--- src/rtl/mux81_pkg.sv ---
// Shared types and constants for the 8:1 mux scan sequencer.
package mux81_pkg;

    localparam int CH_N  = 8;
    localparam int SEL_W = 3;

    typedef enum logic [1:0] {
        IDLE = 2'd0,
        SCAN = 2'd1,
        DONE = 2'd2
    } scan_state_e;

    // Return vec with bit idx replaced by smp.
    function automatic logic [CH_N-1:0] insert_sample(
        input logic [CH_N-1:0]  vec,
        input logic [SEL_W-1:0] idx,
        input logic             smp
    );
        logic [CH_N-1:0] res;
        res      = vec;
        res[idx] = smp;
        return res;
    endfunction

endpackage

--- src/rtl/mux81_dwell_timer.sv ---
// Dwell counter: counts enabled cycles and flags the last cycle of a dwell.
module mux81_dwell_timer #(
    parameter int DWELL = 4,
    parameter int CNT_W = 8
) (
    input  logic clk,
    input  logic rst_n,
    input  logic clr_i,
    input  logic en_i,
    output logic last_o
);

    localparam logic [CNT_W-1:0] LAST_CNT = CNT_W'(DWELL - 1);

    if (DWELL < 1) begin : g_bad_dwell
        $error("mux81_dwell_timer: DWELL must be at least 1");
    end

    if (((DWELL - 1) >> CNT_W) != 0) begin : g_bad_width
        $error("mux81_dwell_timer: CNT_W too narrow for DWELL");
    end

    logic [CNT_W-1:0] cnt_q;

    // Count up while enabled and wrap to zero after the last dwell cycle.
    always_ff @(posedge clk or negedge rst_n) begin
        if (!rst_n) begin
            cnt_q <= '0;
        end else if (clr_i) begin
            cnt_q <= '0;
        end else if (en_i) begin
            if (cnt_q == LAST_CNT) begin
                cnt_q <= '0;
            end else begin
                cnt_q <= cnt_q + CNT_W'(1);
            end
        end else begin
            cnt_q <= cnt_q;
        end
    end

    assign last_o = (cnt_q == LAST_CNT);

endmodule

--- src/rtl/mux81_scan_ctrl.sv ---
// Scan sequencer: walks the mux select 0..7, samples each channel after a
// programmable dwell and presents the eight samples as one parallel byte.
module mux81_scan_ctrl
    import mux81_pkg::*;
#(
    parameter int DWELL = 4,
    parameter int CNT_W = 8
) (
    input  logic             clk,
    input  logic             rst_n,
    input  logic             start,
    input  logic             cont,
    input  logic             stop,
    input  logic             mux_y,
    output logic [SEL_W-1:0] mux_s,
    output logic             mux_e,
    output logic             busy,
    output logic             done,
    output logic [CH_N-1:0]  data
);

    localparam logic [SEL_W-1:0] LAST_CH = SEL_W'(CH_N - 1);

    scan_state_e      state_q;
    logic [SEL_W-1:0] ch_q;
    logic             cont_q;
    logic [CH_N-1:0]  shadow_q;
    logic [CH_N-1:0]  data_q;
    logic             done_q;
    logic             busy_q;
    logic             mux_e_q;

    logic             tmr_clr_s;
    logic             tmr_en_s;
    logic             last_s;

    // Timer runs during SCAN and during a continuous-mode DONE cycle, which
    // is already the first cycle of the next frame's channel-0 window.
    always_comb begin
        tmr_clr_s = 1'b0;
        tmr_en_s  = 1'b0;
        if (stop) begin
            tmr_clr_s = 1'b1;
        end else begin
            case (state_q)
                IDLE: begin
                    tmr_clr_s = 1'b1;
                end
                SCAN: begin
                    tmr_en_s = 1'b1;
                end
                DONE: begin
                    tmr_clr_s = ~cont_q;
                    tmr_en_s  = cont_q;
                end
                default: begin
                    tmr_clr_s = 1'b1;
                end
            endcase
        end
    end

    mux81_dwell_timer #(
        .DWELL (DWELL),
        .CNT_W (CNT_W)
    ) u_timer (
        .clk    (clk),
        .rst_n  (rst_n),
        .clr_i  (tmr_clr_s),
        .en_i   (tmr_en_s),
        .last_o (last_s)
    );

    // Scan FSM with channel counter, sample shadow and registered outputs.
    always_ff @(posedge clk or negedge rst_n) begin
        if (!rst_n) begin
            state_q  <= IDLE;
            ch_q     <= '0;
            cont_q   <= 1'b0;
            shadow_q <= '0;
            data_q   <= '0;
            done_q   <= 1'b0;
            busy_q   <= 1'b0;
            mux_e_q  <= 1'b1;
        end else if (stop) begin
            // Abort: a sample due on this edge is dropped with the shadow.
            state_q  <= IDLE;
            ch_q     <= '0;
            cont_q   <= 1'b0;
            shadow_q <= '0;
            done_q   <= 1'b0;
            busy_q   <= 1'b0;
            mux_e_q  <= 1'b1;
        end else begin
            case (state_q)
                IDLE: begin
                    done_q <= 1'b0;
                    if (start) begin
                        state_q  <= SCAN;
                        ch_q     <= '0;
                        cont_q   <= cont;
                        shadow_q <= '0;
                        busy_q   <= 1'b1;
                        mux_e_q  <= 1'b0;
                    end else begin
                        state_q  <= IDLE;
                        ch_q     <= '0;
                        busy_q   <= 1'b0;
                        mux_e_q  <= 1'b1;
                    end
                end
                SCAN: begin
                    done_q <= 1'b0;
                    if (last_s) begin
                        shadow_q <= insert_sample(shadow_q, ch_q, mux_y);
                        if (ch_q == LAST_CH) begin
                            // Frame complete: publish including the sample
                            // taken on this very edge.
                            state_q <= DONE;
                            data_q  <= insert_sample(shadow_q, ch_q, mux_y);
                            done_q  <= 1'b1;
                            ch_q    <= '0;
                            if (cont_q) begin
                                busy_q  <= 1'b1;
                                mux_e_q <= 1'b0;
                            end else begin
                                busy_q  <= 1'b0;
                                mux_e_q <= 1'b1;
                            end
                        end else begin
                            ch_q <= ch_q + SEL_W'(1);
                        end
                    end else begin
                        ch_q <= ch_q;
                    end
                end
                DONE: begin
                    done_q <= 1'b0;
                    if (cont_q) begin
                        state_q <= SCAN;
                        if (last_s) begin
                            // Single-cycle dwell: channel 0 finishes in DONE.
                            shadow_q <= insert_sample('0, '0, mux_y);
                            ch_q     <= SEL_W'(1);
                        end else begin
                            shadow_q <= '0;
                            ch_q     <= '0;
                        end
                    end else begin
                        state_q <= IDLE;
                        ch_q    <= '0;
                        busy_q  <= 1'b0;
                        mux_e_q <= 1'b1;
                    end
                end
                default: begin
                    state_q  <= IDLE;
                    ch_q     <= '0;
                    cont_q   <= 1'b0;
                    shadow_q <= '0;
                    done_q   <= 1'b0;
                    busy_q   <= 1'b0;
                    mux_e_q  <= 1'b1;
                end
            endcase
        end
    end

    assign mux_s = ch_q;
    assign mux_e = mux_e_q;
    assign busy  = busy_q;
    assign done  = done_q;
    assign data  = data_q;

endmodule

--- config.mk ---
export PLATFORM = sky130hd
export DESIGN_NAME = mux81_scan_ctrl
export DESIGN_NICKNAME = d
export VERILOG_FILES = /design/src/rtl/mux81_pkg.sv /design/src/rtl/mux81_dwell_timer.sv /design/src/rtl/mux81_scan_ctrl.sv
export SDC_FILE = /design/constraint.sdc
export NUM_CORES = 1
export LEC_CHECK = 0
export ABC_AREA = 1
export CORE_UTILIZATION = 45
export DETAILED_ROUTE_END_ITERATION = 8
export PLACE_DENSITY_LB_ADDON = 0.25
export SYNTH_ARGS = -nofsm -noshare
export SYNTH_HDL_FRONTEND = slang
export SYNTH_SLANG_ARGS = --single-unit
--- constraint.sdc ---
create_clock -name clk -period 2.2 [get_ports clk]
set_input_delay 0.66 -clock clk [delete_from_list [all_inputs] [get_ports clk]]
set_output_delay 0.66 -clock clk [all_outputs]
set_load 0.05 [all_outputs]
==> results.md <==
* Status: finished clean
* Buf+Inv Stages, Crit Path at 1
* Count leader, synth: nand2_1
* Clock Power Share at 0.367
* Setup ws final at approximately 0.1 ns
* Warnings, synthesis at 0
* TritonCTS clock tree: built
* Antenna violations before repair at 0
* Timing endpoint of the critical path: data[3]
* WL met2 at 1.53 mm
* Worst supply voltage drop on vdd at slightly below 0.3 mV
* Commonest cells in the netlist: nand2_1 (85), dfrtp_1 (32), inv_1 (25)
* Startpoint of the worst setup timing path: data[3]
* DRC violations left at 0
* Share of total power in combinational logic at 0.101
* Quantity of gates resized following cts at 0
* Biggest area contributors in the synthesized netlist: dfrtp_1 (42%), nand2_1 (17%), nand3_1 (6.0%)
* Most used flip-flop cell after synthesis: dfrtp_1
* Initial Util at 0.472
* Total via count in the routed design at 1556
* Endpoint of the lowest-slack register-to-register path: u_timer.cnt_q[0]
* Utilization after layout at 0.555
* Design Power at 1.17 mW
* Period minus WS final at 2.10 ns
* Worst Hold Depth at 2
* Global-route wire length before repair at between 6 and 7 mm
* Cell type contributing the most total cell area after synthesis: dfrtp_1
* Area fraction of the dominant cell type after synthesis at 0.418
* Area of the core at 4060 sq um
* Max Used Layer: met4
* Final weighted congestion in routability-driven placement at between 0.7 and 0.8
* Number of top-level pins at 20
* CTS root buf: clkbuf_8
* Row count at 23
* Setup slack of the most critical reg-to-reg path at ~0.51 ns
* Number of synthesized register bits at 33
* Post-synthesis to final-layout area growth at 17.6%
* Crit Path Class: flop to output pin
* Residual overflow from global routing at 0
* Count of flip-flops with a built-in enable after synthesis at 0
* Worst rel slew slack at 0.672
* Cells along the critical path: clkdlybuf4s50_1
* Diode insertion count for antenna repair at 0
* Maximum number of pins on one net before global-route repair at 34
* Ratio of routed vias to standard cells at just under 5
* Largest buffer count on any clock path at 2
* Per-instance average area after synthesis at 7.85 sq um
* Met3 WL at slightly below 100 microns
* Cell with the largest stage delay on the worst path: clkdlybuf4s50_1
* Final Hold Viols at 0
* Die height at between 60 and 70 microns
* Worst R2R Start: state_q[0]
* CTS clock-pin slew for the worst setup and hold paths at 0.06 ns
* Flop pwr share at 0.533
* Final HPWL DP at between 2 and 3 mm
* Share of final-layout standard cells stronger than drive strength 1 at 0.154
* Crit path largest cell delay at around 0.8 ns
* Non-filler instance count after layout at 323
* CP endpoint kind: output pin
* # setup viols final at 0
* Total wire length at roughly 3.6 mm
* Total die area at about 4500 sq um
* Share of the yosys chip area belonging to registers at 0.432
* Cts bufs inserted at 5
* Clock H-tree levels at 2
* Pre-CTS setup slack at approximately 0.045 ns
* Sum of negative setup slack at 0 ns
* Slew Viols, Final at 0
* Maxcap violations at 0
* Cell Area, Synth at between 1500 and 2000 sq um
* Source-to-sink clock delay at the later pin of the worst-skew pair at 0.28 ns
* Total Routing Usage GR at 0.195
* Net switching power at roughly 0.3 mW
* Switching Share at 0.256
* Hold/Removal Path Class: flop to flop
* Post-cts hold buffer count at 0
* Sinks on the clock net at 33
* Leakage power at approximately 1.1 nW
* Post-CTS Setup Repair Bufs at 0
* Share of synthesized registers carrying an async set or reset at 1.00
* Cell count after synthesis at about 240
* Number of detailed-routing iterations run before antenna repair at 4
* Max Clock Skew at between 0.005 and 0.006 ns
* Average wire per cell in the routed design at approximately 11 microns
* Period utilisation layout at 0.954
* Filler cell count at between 300 and 400
* Post-Syn Nets at roughly 260
* Met1 wire length at just under 2 mm
* Worst hold slack after final layout at between 0.4 and 0.5 ns
* Via count of the first global-routing pass at 1507
* Post-placement cell area at 2170 sq um
* Worst path arrival time at 1.44 ns
* Logic depth of the worst register-to-register path at 8
* Pwr Density at between 500 and 600 nW/um^2
* Cell area after layout at 2250 sq um
* Antenna viol nets, final at 0
* Upper clock frequency limit at around 0.48 GHz
* RSZ-0062 raised after global routing: no
* CP top delay family: buffers and inverters
* Element type at the critical path start: flop
* Maximum fanout along the worst path at 2
* Starting DRT DRC Count at 153
* Required time at the endpoint of the critical path at 1.54 ns
* Internal power component at around 0.87 mW
* Width of the chip at approximately 67 microns
* Actual slew at the worst max-slew pin at approximately 0.49 ns
* Cell count after placement at roughly 320
* Port Buf Inserts at 19
* Post-layout nets at ~290
* Count of cell instances traversed by the critical path at 1
* Netlist cell types at 28
## cell type report
cell class,instances,area [sq um],share of cell area
multi-input combinational,179,956,0.424
sequential,33,827,0.367
timing repair buffer,22,203,0.0900
inverter,31,121,0.0539
clock buffer,6,72.6,0.0322
tap,50,62.6,0.0278
clock inverter,2,10.0,0.00444
## per-layer routing
layer / track usage / vias up
met2: 0.294 / 18
met5: 0 / -
li1: - / 838
met3: 0.0524 / 5
met4: 0.0798 / 0
met1: 0.263 / 695
## tightest hold or removal path: cells and delay by family, from the launching register on
family,cells,cell delay [ns]
flops,1,0.37
simple gates,2,0.10
## cell usage in the layout, fill, tap and decap left out, drive strengths merged
cell | synthesis | final
inv | 31 | 31
nand4 | 4 | 4
dfstp | 1 | 1
a211oi | 1 | 1
clkdlybuf4s50 | 0 | 15
nand3 | 24 | 24
a22oi | 1 | 1
clkinv | 0 | 2
clkbuf | 0 | 6
a21oi | 4 | 4
a31oi | 1 | 1
nand3b | 1 | 1
o21ai | 29 | 29
dfrtp | 32 | 32
buf | 1 | 7
xor2 | 1 | 1
nor2 | 14 | 14
nand2 | 92 | 92
ha | 7 | 7
## cell families (layout without fill, tap and decap cells)
logic type      Yosys count  count (layout)  synth area share
simple gates            135             135             0.326
compound gates           36              36             0.123
flops                    33              33             0.432
buf+inv                  32              61            0.0692
fa+ha+maj                 7               7            0.0457
xor+xnor                  1               1           0.00457
## state kept, by name, summed over array words and instances, names as in the netlist
signal / cells
busy: 1
cont_q: 1
data: 8
done: 1
mux_e: 1
mux_s: 3
shadow_q: 8
state_q: 2
u_timer.cnt_q: 8
## worst min-delay path by stage
stage,slack (ns),from,endpoint
2_1_floorplan,0.36,rst_n,busy
4_1_cts,0.48,mux_e,mux_e
5_1_grt,0.50,mux_e,mux_e
3_5_place_dp,0.47,busy,busy
6_report,0.47,mux_e,mux_e
3_3_place_gp,0.45,busy,busy
## power groups by stage
stage,Sequential [mW],Combinational [mW],Clock (mW)
floorplan,0.650,0.0623,0
global placement,0.635,0.119,0
detailed placement,0.635,0.120,0
CTS,0.624,0.120,0.450
global route,0.625,0.133,0.476
finish,0.625,0.118,0.430
(Power assumes the default switching activity.)
